File: src/rtl/load_store_buffer.sv
// -----------------------------------------------------------------------------
// load_store_buffer
//   In-order load/store queue between the ROB and the unified 8-bit memory
//   port. Dispatched memory ops are queued with their operands. Each pending
//   operand tag snoops the ALU broadcast and this block's own completion
//   broadcast. The head op is offered to the ROB on ready_load_num. Once
//   ls_commit names it, the op runs a little-endian byte-serial access and
//   then pulses its result on mem_num/mem_value.
//
// Optional feature macro: LSB_MISALIGN_CHECK_EN
//   When defined, adds output misalign_err. Misaligned halfword/word ops
//   complete immediately with mem_value=0 and misalign_err=1. They make no
//   memory access.
//
// Ports
//   clk, rst          clock, synchronous active-high reset
//   op_in             dispatched op (5'b11111 = none, LB..SW accepted)
//   value1_in/query1  base address operand / producing ROB tag (0 = ready)
//   value2_in/query2  store data operand / producing ROB tag (0 = ready)
//   imm_in            address offset
//   target_in         ROB tag of the dispatched op
//   alu_num/alu_value ALU result broadcast (tag 0 = none)
//   ls_commit/ls_num  ROB permission for the head op
//   mem_din           read byte, valid the cycle after its address
//   lsb_full          registered; queue has at most one free slot
//   ready_load_num    tag of the resolved head op awaiting commit
//   mem_num/mem_value completion pulse and result
//   mem_a/mem_dout/mem_wr  byte-serial memory port
// -----------------------------------------------------------------------------
module load_store_buffer #(
  parameter int LSB_DEPTH = 4
) (
  input  logic        clk,
  input  logic        rst,
  input  logic [4:0]  op_in,
  input  logic [31:0] value1_in,
  input  logic [31:0] value2_in,
  input  logic [2:0]  query1_in,
  input  logic [2:0]  query2_in,
  input  logic [31:0] imm_in,
  input  logic [2:0]  target_in,
  input  logic [2:0]  alu_num,
  input  logic [31:0] alu_value,
  input  logic        ls_commit,
  input  logic [2:0]  ls_num,
  input  logic [7:0]  mem_din,
  output logic        lsb_full,
  output logic [2:0]  ready_load_num,
  output logic [2:0]  mem_num,
  output logic [31:0] mem_value,
  output logic [31:0] mem_a,
  output logic [7:0]  mem_dout,
  output logic        mem_wr
`ifdef LSB_MISALIGN_CHECK_EN
  ,
  output logic        misalign_err
`endif
);

  localparam int PTR_W = $clog2(LSB_DEPTH);
  localparam int CNT_W = PTR_W + 1;
  localparam logic [CNT_W-1:0] DEPTH_C = CNT_W'(LSB_DEPTH);
  localparam logic [CNT_W-1:0] FULL_C  = CNT_W'(LSB_DEPTH - 1);

  localparam logic [4:0] OP_LB  = 5'b10010;
  localparam logic [4:0] OP_LH  = 5'b10011;
  localparam logic [4:0] OP_LW  = 5'b10100;
  localparam logic [4:0] OP_LBU = 5'b10101;
  localparam logic [4:0] OP_LHU = 5'b10110;
  localparam logic [4:0] OP_SB  = 5'b10111;
  localparam logic [4:0] OP_SH  = 5'b11000;
  localparam logic [4:0] OP_SW  = 5'b11001;

  // state        | meaning
  // S_IDLE        | waiting for a valid head with all needed operands
  // S_WAIT_COMMIT | head advertised on ready_load_num, waiting for ls_commit
  // S_ACCESS      | byte-serial memory access (loads add one capture cycle)
  // S_DONE        | completion pulse on mem_num; head entry retired
  typedef enum logic [1:0] {S_IDLE, S_WAIT_COMMIT, S_ACCESS, S_DONE} state_t;

  function automatic logic [2:0] op_len(input logic [4:0] op);
    case (op)
      OP_LB, OP_LBU, OP_SB: op_len = 3'd1;
      OP_LH, OP_LHU, OP_SH: op_len = 3'd2;
      default:              op_len = 3'd4;
    endcase
  endfunction

  // Queue storage
  logic        r_valid [LSB_DEPTH];
  logic [4:0]  r_op    [LSB_DEPTH];
  logic [31:0] r_v1    [LSB_DEPTH];
  logic [31:0] r_v2    [LSB_DEPTH];
  logic [31:0] r_imm   [LSB_DEPTH];
  logic [2:0]  r_q1    [LSB_DEPTH];
  logic [2:0]  r_q2    [LSB_DEPTH];
  logic [2:0]  r_tag   [LSB_DEPTH];

  logic [PTR_W-1:0] r_head, r_tail;
  logic [CNT_W-1:0] r_count;

  // Access engine
  state_t      r_state;
  logic [2:0]  r_len;
  logic [2:0]  r_byte_idx;
  logic        r_is_load;
  logic        r_is_signed;
  logic [31:0] r_st_data;
  logic [31:0] r_ld_data;

  logic             w_is_mem_op, w_is_load_in, w_enq, w_deq;
  logic [CNT_W-1:0] w_count_nxt;
  logic             w_q1_alu, w_q1_mem, w_q2_alu, w_q2_mem;
  logic [31:0]      w_v1_cap, w_v2_cap;
  logic [2:0]       w_q1_cap, w_q2_cap;
  logic [4:0]       w_head_op;
  logic [2:0]       w_head_tag, w_head_len;
  logic [31:0]      w_head_addr, w_head_data;
  logic             w_head_is_load, w_head_signed, w_head_ready;
  logic             w_misalign;
  logic [2:0]       w_last_idx;
  logic [1:0]       w_prev_idx;
  logic [31:0]      w_ld_bytes, w_ld_ext;

  assign w_is_mem_op  = (op_in >= OP_LB) && (op_in <= OP_SW);
  assign w_is_load_in = (op_in <= OP_LHU);
  assign w_enq        = w_is_mem_op && (r_count < DEPTH_C);
  assign w_deq        = (r_state == S_DONE);

  always_comb begin
    w_count_nxt = r_count;
    if (w_enq && !w_deq)
      w_count_nxt = r_count + CNT_W'(1);
    else if (!w_enq && w_deq)
      w_count_nxt = r_count - CNT_W'(1);
  end

  // Operands resolved in the very cycle they are dispatched
  assign w_q1_alu = (query1_in != 3'd0) && (query1_in == alu_num);
  assign w_q1_mem = (query1_in != 3'd0) && (query1_in == mem_num);
  assign w_q2_alu = (query2_in != 3'd0) && (query2_in == alu_num);
  assign w_q2_mem = (query2_in != 3'd0) && (query2_in == mem_num);

  assign w_v1_cap = w_q1_alu ? alu_value : (w_q1_mem ? mem_value : value1_in);
  assign w_q1_cap = (w_q1_alu || w_q1_mem) ? 3'd0 : query1_in;
  assign w_v2_cap = w_q2_alu ? alu_value : (w_q2_mem ? mem_value : value2_in);
  // Loads never wait on the data operand
  assign w_q2_cap = (w_is_load_in || w_q2_alu || w_q2_mem) ? 3'd0 : query2_in;

  assign w_head_op      = r_op[r_head];
  assign w_head_tag     = r_tag[r_head];
  assign w_head_len     = op_len(w_head_op);
  assign w_head_addr    = r_v1[r_head] + r_imm[r_head];
  assign w_head_data    = r_v2[r_head];
  assign w_head_is_load = (w_head_op <= OP_LHU);
  assign w_head_signed  = (w_head_op == OP_LB) || (w_head_op == OP_LH);
  assign w_head_ready   = r_valid[r_head] && (r_q1[r_head] == 3'd0) &&
                          (w_head_is_load || (r_q2[r_head] == 3'd0));

`ifdef LSB_MISALIGN_CHECK_EN
  assign w_misalign = ((w_head_len == 3'd2) && w_head_addr[0]) ||
                      ((w_head_len == 3'd4) && (w_head_addr[1:0] != 2'b00));
`else
  assign w_misalign = 1'b0;
`endif

  assign w_last_idx = r_len - 3'd1;
  // Byte index k cycle carries mem_din for byte k-1
  assign w_prev_idx = 2'(r_byte_idx - 3'd1);

  always_comb begin
    w_ld_bytes = r_ld_data;
    w_ld_bytes[{w_prev_idx, 3'b000} +: 8] = mem_din;
    case (r_len)
      3'd1:    w_ld_ext = r_is_signed ? {{24{w_ld_bytes[7]}}, w_ld_bytes[7:0]}
                                      : {24'h0, w_ld_bytes[7:0]};
      3'd2:    w_ld_ext = r_is_signed ? {{16{w_ld_bytes[15]}}, w_ld_bytes[15:0]}
                                      : {16'h0, w_ld_bytes[15:0]};
      default: w_ld_ext = w_ld_bytes;
    endcase
  end

  // Queue: enqueue at tail, retire head on DONE, snoop broadcasts
  always_ff @(posedge clk) begin
    if (rst) begin
      r_head   <= '0;
      r_tail   <= '0;
      r_count  <= '0;
      lsb_full <= 1'b0;
      for (int i = 0; i < LSB_DEPTH; i++) begin
        r_valid[i] <= 1'b0;
        r_op[i]    <= 5'd0;
        r_v1[i]    <= 32'd0;
        r_v2[i]    <= 32'd0;
        r_imm[i]   <= 32'd0;
        r_q1[i]    <= 3'd0;
        r_q2[i]    <= 3'd0;
        r_tag[i]   <= 3'd0;
      end
    end else begin
      for (int i = 0; i < LSB_DEPTH; i++) begin
        if (w_enq && (r_tail == PTR_W'(i))) begin
          r_valid[i] <= 1'b1;
          r_op[i]    <= op_in;
          r_v1[i]    <= w_v1_cap;
          r_q1[i]    <= w_q1_cap;
          r_v2[i]    <= w_v2_cap;
          r_q2[i]    <= w_q2_cap;
          r_imm[i]   <= imm_in;
          r_tag[i]   <= target_in;
        end else if (r_valid[i]) begin
          if (w_deq && (r_head == PTR_W'(i)))
            r_valid[i] <= 1'b0;
          if ((r_q1[i] != 3'd0) && (r_q1[i] == alu_num)) begin
            r_v1[i] <= alu_value;
            r_q1[i] <= 3'd0;
          end else if ((r_q1[i] != 3'd0) && (r_q1[i] == mem_num)) begin
            r_v1[i] <= mem_value;
            r_q1[i] <= 3'd0;
          end
          if ((r_q2[i] != 3'd0) && (r_q2[i] == alu_num)) begin
            r_v2[i] <= alu_value;
            r_q2[i] <= 3'd0;
          end else if ((r_q2[i] != 3'd0) && (r_q2[i] == mem_num)) begin
            r_v2[i] <= mem_value;
            r_q2[i] <= 3'd0;
          end
        end
      end
      if (w_enq)
        r_tail <= r_tail + PTR_W'(1);
      if (w_deq)
        r_head <= r_head + PTR_W'(1);
      r_count  <= w_count_nxt;
      // One slot of slack: dispatch sees full a cycle late
      lsb_full <= (w_count_nxt >= FULL_C);
    end
  end

  // Head sequencing and memory access
  always_ff @(posedge clk) begin
    if (rst) begin
      r_state        <= S_IDLE;
      ready_load_num <= 3'd0;
      mem_num        <= 3'd0;
      mem_value      <= 32'd0;
      mem_a          <= 32'd0;
      mem_dout       <= 8'd0;
      mem_wr         <= 1'b0;
      r_len          <= 3'd0;
      r_byte_idx     <= 3'd0;
      r_is_load      <= 1'b0;
      r_is_signed    <= 1'b0;
      r_st_data      <= 32'd0;
      r_ld_data      <= 32'd0;
`ifdef LSB_MISALIGN_CHECK_EN
      misalign_err   <= 1'b0;
`endif
    end else begin
      mem_num   <= 3'd0;
      mem_value <= 32'd0;
`ifdef LSB_MISALIGN_CHECK_EN
      misalign_err <= 1'b0;
`endif
      case (r_state)
        S_IDLE: begin
          if (w_head_ready) begin
            r_state        <= S_WAIT_COMMIT;
            ready_load_num <= w_head_tag;
          end
        end
        S_WAIT_COMMIT: begin
          if (ls_commit && (ls_num == w_head_tag)) begin
            ready_load_num <= 3'd0;
            r_len          <= w_head_len;
            r_is_load      <= w_head_is_load;
            r_is_signed    <= w_head_signed;
            r_byte_idx     <= 3'd0;
            r_ld_data      <= 32'd0;
            if (w_misalign) begin
              r_state <= S_DONE;
              mem_num <= w_head_tag;
`ifdef LSB_MISALIGN_CHECK_EN
              misalign_err <= 1'b1;
`endif
            end else begin
              // First byte goes out in the cycle right after commit
              r_state   <= S_ACCESS;
              mem_a     <= w_head_addr;
              mem_wr    <= !w_head_is_load;
              mem_dout  <= w_head_is_load ? 8'd0 : w_head_data[7:0];
              r_st_data <= {8'd0, w_head_data[31:8]};
            end
          end
        end
        S_ACCESS: begin
          if (!r_is_load) begin
            if (r_byte_idx == w_last_idx) begin
              r_state  <= S_DONE;
              mem_num  <= w_head_tag;
              mem_wr   <= 1'b0;
              mem_a    <= 32'd0;
              mem_dout <= 8'd0;
            end else begin
              r_byte_idx <= r_byte_idx + 3'd1;
              mem_a      <= mem_a + 32'd1;
              mem_dout   <= r_st_data[7:0];
              r_st_data  <= {8'd0, r_st_data[31:8]};
            end
          end else begin
            if (r_byte_idx != 3'd0)
              r_ld_data <= w_ld_bytes;
            if (r_byte_idx == r_len) begin
              r_state   <= S_DONE;
              mem_num   <= w_head_tag;
              mem_value <= w_ld_ext;
            end else begin
              r_byte_idx <= r_byte_idx + 3'd1;
              // Trailing cycle only collects the last byte; port goes quiet
              if (r_byte_idx == w_last_idx)
                mem_a <= 32'd0;
              else
                mem_a <= mem_a + 32'd1;
            end
          end
        end
        S_DONE: begin
          r_state <= S_IDLE;
        end
        default: begin
          r_state <= S_IDLE;
        end
      endcase
    end
  end

endmodule

File: config.mk
export PLATFORM = sky130hd
export DESIGN_NAME = load_store_buffer
export DESIGN_NICKNAME = d
export VERILOG_FILES = /design/src/rtl/load_store_buffer.sv
export SDC_FILE = /design/constraint.sdc
export NUM_CORES = 1
export LEC_CHECK = 0
export ABC_AREA = 1
export CORE_ASPECT_RATIO = 1.4
export CORE_MARGIN = 4
export CORE_UTILIZATION = 45
export CTS_BUF_LIST = sky130_fd_sc_hd__clkbuf_2
export DETAILED_ROUTE_END_ITERATION = 8
export DONT_BUFFER_PORTS = 1
export PLACE_DENSITY_LB_ADDON = 0.2
export SETUP_SLACK_MARGIN = 0.3
export SLEW_MARGIN = 40
export SYNTH_ARGS = -nofsm -noshare
export SYNTH_HDL_FRONTEND = slang
export SYNTH_SLANG_ARGS = --single-unit
File: constraint.sdc
create_clock -name clk -period 4.9 [get_ports clk]
set_input_delay 0.98 -clock clk [delete_from_list [all_inputs] [get_ports clk]]
set_output_delay 0.98 -clock clk [all_outputs]
set_load 0.005 [all_outputs]
Word level (Yosys, flattened, before mapping)
Memory sizes are Yosys's and may differ from the RTL's. A register that Yosys moved wholly into a read port is not among the register bits.
Index checks and enable logic that the tools add are counted.
Widths: inputs -> output; s select.

storage, ports and cells
  register bits = 161
  memory bits (writable) = 444
  input bits = 159
  output and inout port bits = 80
  word-level logic and storage cells = 496
  memories = 8

memories
  memory           depth  width  read ports  clocked after Yosys merged registers in  wr ports  line  RTL
  r_imm            4      32     1           1                                        4         94    logic [31:0] r_imm [LSB_DEPTH];
  r_v1             4      32     1           1                                        4         92    logic [31:0] r_v1 [LSB_DEPTH];
  r_v2             4      32     1           1                                        4         93    logic [31:0] r_v2 [LSB_DEPTH];
  r_op             4      5      1           1                                        4         91    logic [4:0] r_op [LSB_DEPTH];
  r_q1             4      3      5           1                                        4         95    logic [2:0] r_q1 [LSB_DEPTH];
  r_q2             4      3      5           1                                        4         96    logic [2:0] r_q2 [LSB_DEPTH];
  2 more memories  n/a    n/a    n/a         n/a                                      n/a       n/a

cells by class
  $add $sub $neg = 10
  magnitude comparators = 6
  equality and inequality tests = 51
  shift operators = 2
  multiplexer cells = 257
  bitwise gates (word level) = 71
  reduce and logical (&&, ||, !) cells = 74

operators with widths
  cell                    count
  $mux 32                 44
  $pmux 32 s2             4
  $mux 1                  133
  $mux 3                  40
  $eq 3x3->1              23
  $or 1x1->1              68
  $mux 2                  21
  $logic_and 1x1->1       35
  $reduce_bool 3->1       11
  $add 32x1->32 const B   1
  $add 32x32->32          1
  $bwmux 32               1
  $mux 8                  4
  $shift 8x7->32 const A  1
  $shiftx 8x7->32         1
  $eq 5x5->1 const B      6
  $mux 5                  4
  $reduce_and 4->1        5
  $pmux 3 s2              3
  $pmux 8 s2              1
  $le 5x5->1 const B      3
  $ne 2x2->1 const B      7
  $eq 2x2->1 const B      6
  $ne 3x3->1 const B      4
  24 further kinds        44

Longest topological paths before layout
  word-level depth = 10
  depth in mapped cells = 23
  depth with buffers taken out = 18

Worst setup path before layout
Ideal clock, no wire load.

  kind = input-to-reg
  start point = input port op_in[1]
  end point = memory r_q1[1][0], enable pin
  setup time = 0.662 ns
  arrival time = 3.584 ns
  data required time = 4.238 ns
  path slack = 0.654 ns
  cell stages on the path = 12
  path buffers = 2
  cell sequence = nor2_2 inv_2 nand2_1 nand3_2 nor2_2 nor2_4 inv_2 nor3_4 inv_2 buf_6 clkbuf_1 nand4_1

RTL lines
  item                line  RTL
  start: declaration  35    input logic [4:0] op_in,
  end: declaration    95

==> results.yml <==
outcome:
  status: "finished, final reports clean"
global_routing:
  grtUsageTotal: 0.317
  grt_pass1_wl_mm: 202
  grt_max_degree: 113
  gr-total-overflow: 0
  antenna_found_initial: 33
  grt_pass1_vias: 32900
setup_path:
  cp_max_fo: 112
  crit_type: "reg2reg"
  timing.rr.end: "r_ld_data[19]$_SDFFE_PP0P_"
  crit_family: "buffers and inverters"
  critPathArrivalTime_ns: 5.64
  crit_path_top_delay_cell: "dfxtp_4"
  max_stage_delay_ns: 0.58
  cp_num_buf_inv: 4
  critPathLaunchType: "register"
  worst_setup_path_end_kind: "register"
  path_cells: "clkinv_8, nand2_1, nand3_1, nand2_2, o21ai_1, dlygate4sd3_1, nor2_1, nand3_2, o21ai_4, nand2_2, buf_4, nand2_1, a21oi_1, dlygate4sd3_1"
  required_ns: 6.26
  reg2reg_depth: 14
  reg2reg_slack_ns: 0.62
floorplanning:
  die_w_um: 246
  rows: 121
  core_area_mm2: 0.0781
  initial_core_util: 0.455
  dieHeight_um: 341
  dieArea_mm2: 0.0836
  ioPinCount: 239
routing:
  drt-total-wl_mm: 137
  vias: 34400
  drt_iter0_markers: 3556
  viasPerCell: 5.82
  ant_nets: 0
  first_pass_iters: 6
  routedWlPerCell_um: 23.1
  drcViolationCount: 0
layout:
  fillers: 7852
  drive_above_1_share: 0.0866
  multi_input_area_mm2: 0.0163
  final_cell_mix: "nand2_1 (970), nor2_1 (794), o21ai_0 (497), edfxtp_1 (444), inv_1 (387)"
  seqCellArea_mm2: 0.0164
  final_common_cell: "nand2_1"
  area_delta_synth_final_pct: 9.72
  final_util: 0.499
  fin_nets: 4927
yosys:
  synth_top_area_frac: 0.375
  synth_cells: 4656
  syn_area_per_cell_um2: 7.63
  yosysWarnings: 0
  synth_top_cell_by_area: "edfxtp_1"
  ys_seq_area_frac: 0.462
  ys_ff_latch: 599
  synth_area_mm2: 0.0355
  synth_edf_count: 444
  synth_area_leaders: "edfxtp_1 (38%), nand2_1 (10%), dfxtp_1 (8.7%), nor2_1 (8.4%), o21ai_0 (7.0%)"
  ys.flop_type: "edfxtp_1"
  synth_cell_types: 50
  synth_nets: 4870
  async_flop_share: 0
power:
  switching_power_mw: 6.07
  max-vdd-ir-drop_v: 0.000304
  internal_power_mw: 8.97
  clock_power_share: 0.248
  pwr-share-seq: 0.429
  leakage_nw: 16.1
  swShare: 0.403
  power_density_mw_per_mm2: 386
  power_frac_comb: 0.324
timing:
  setup_ws_ns: 0.616
  fin_crit_ns: 4.28
  period_share: 0.874
  fmax_mhz: 233
  tightest_slew_ns: 0.971
  fin_tns_setup_ns: 0
  clock_skew_ns: 0.134
  grt_setup_unrepaired: "no"
  relSlewSlack: 0.353
  final-max-slew-violation-count: 0
  finalSetupViolations: 0
  hold_viol: 0
clock_network:
  cts_buffers: 153
  clock_latency_ns: 1.46
  root_buffer: "clkbuf_2"
  cts_tree: "done"
  cts_buffer_depth: 3
  cts.clk_slew.worst_paths_ns: 0.11
  cts_htree_levels: 4
  cts.sinks: 599
placed_design:
  pre_cts_ws_ns: 0.856
  globalplace.congestion: 0.982
  port_buffers: 0
  dp_hpwl_mm: 93.5
worst_hold_path:
  hold_path_depth: 4
  hold_end: "r_q2[2][1]$_SDFFCE_PP0P_"
  hold_start: "op_in[0]"
  min_path_type: "in2reg"
flow_run:
  cap_viol_max_count: 0
## routing by layer
metal  global-route usage  wire (um)  vias to the layer above  part of all wire
li1                     -          -                    16000                 -
met1                0.371      49100                    16000              0.36
met2                0.522      64200                     1901              0.47
met3               0.0898      14600                      482              0.11
met4                0.181       8490                       16             0.062
met5                    0        121                        -           0.00089
## sequential cells by signal (all words and copies together) (netlist names), 2 cells and up, named ones only
register        count
r_q1               12
r_ld_data          32
mem_a              32
ready_load_num      3
r_op               20
r_byte_idx          3
r_count             3
r_imm             128
r_state             2
r_head              2
r_q2               12
r_v2              128
r_len               3
r_tail              2
mem_dout            8
r_tag              12
mem_num             3
r_st_data          24
r_v1              128
mem_value          32
r_valid             4
## per-stage QoR
| stage | hold slack (ns) | area [um^2] | instances | power [mW] |
|---|---|---|---|---|
| floorplan | 0.444 | 35500 | 4656 | 9.74 |
| global placement | 0.451 | 36300 | 5493 | 11.2 |
| detailed placement | 0.455 | 36300 | 5494 | 11.2 |
| CTS | 0.00115 | 38900 | 5872 | 15.0 |
| global route | 0.0844 | 39000 | 5889 | 15.9 |
| finish | 0.128 | 39000 | 5905 | 15.0 |
## logic make-up (layout without fill, tap and decap cells)
kind of cell	Yosys count	in the layout	share of synthesized area
AND/OR/NAND/NOR	2114	2114	0.244
buffers and inverters	717	888	0.0822
AO/OA/AOI/OAI	1104	1104	0.175
XOR/XNOR	67	67	0.0165
adder cells (fa/ha/maj)	55	55	0.0196
flip-flops	599	599	0.462
other	0	33	0
## final cells by class
class	count	share of cell area
sequential	599	0.422
multi-input combinational	3340	0.417
timing repair buffer	198	0.0472
inverter	421	0.0413
tap	1045	0.0335
clock buffer	219	0.0281
clock inverter	50	0.00943
antenna	33	0.00212
## timing repair
item,in CTS,in global routing
buffers inserted,0,0
resized for setup,0,2
endpoints found under the setup margin,0,4
hold buffers,109,0
endpoints found under the hold margin,508,0
## power groups by stage
stage | Combinational, mW | Clock, mW | Sequential [mW]
after floorplan | 3.34 | 0 | 6.40
after global placement | 4.61 | 0 | 6.55
after detailed placement | 4.63 | 0 | 6.56
after CTS | 4.78 | 3.78 | 6.44
after global routing | 5.35 | 4.05 | 6.51
final | 4.87 | 3.72 | 6.44
## synth_stat cells (6+ instances only)
library cell / number
o21ai_1: 76
o211ai_1: 73
inv_2: 26
a32o_1: 8
xnor2_1: 35
nor3_1: 27
nand2_2: 6
buf_2: 106
edfxtp_1: 444
nor2_4: 7
o221ai_1: 63
buf_1: 15
nor2_2: 6
buf_4: 16
nand3b_1: 12
clkbuf_1: 153
o22ai_1: 120
nor2_1: 794
dfxtp_1: 155
xor2_1: 32
nand3_1: 189
a21oi_1: 240
inv_1: 393
ha_1: 54
o21ai_0: 497
nand4_1: 72
nand2_1: 978
## worst min-delay path, cell delays in order
cell and delay (ns):
nand4_1 0.05, a21oi_1 0.10, nand2_1 0.17, nor2_1 0.07
## worst max path at each step
stage | slack, ns | cells past startpoint | to
finish | 0.62 | 14 | r_ld_data[19]$_SDFFE_PP0P_
global route | 0.33 | 14 | r_ld_data[19]$_SDFFE_PP0P_
CTS | 0.50 | 15 | r_ld_data[19]$_SDFFE_PP0P_
detailed placement | 0.86 | 13 | r_v1[0][30]$_SDFFCE_PN0P_
global placement | 0.82 | 13 | r_v1[0][30]$_SDFFCE_PN0P_
floorplan | 0.65 | 12 | r_q1[1][0]$_SDFFCE_PP0P_
Power figures use the tool's default switching activity.
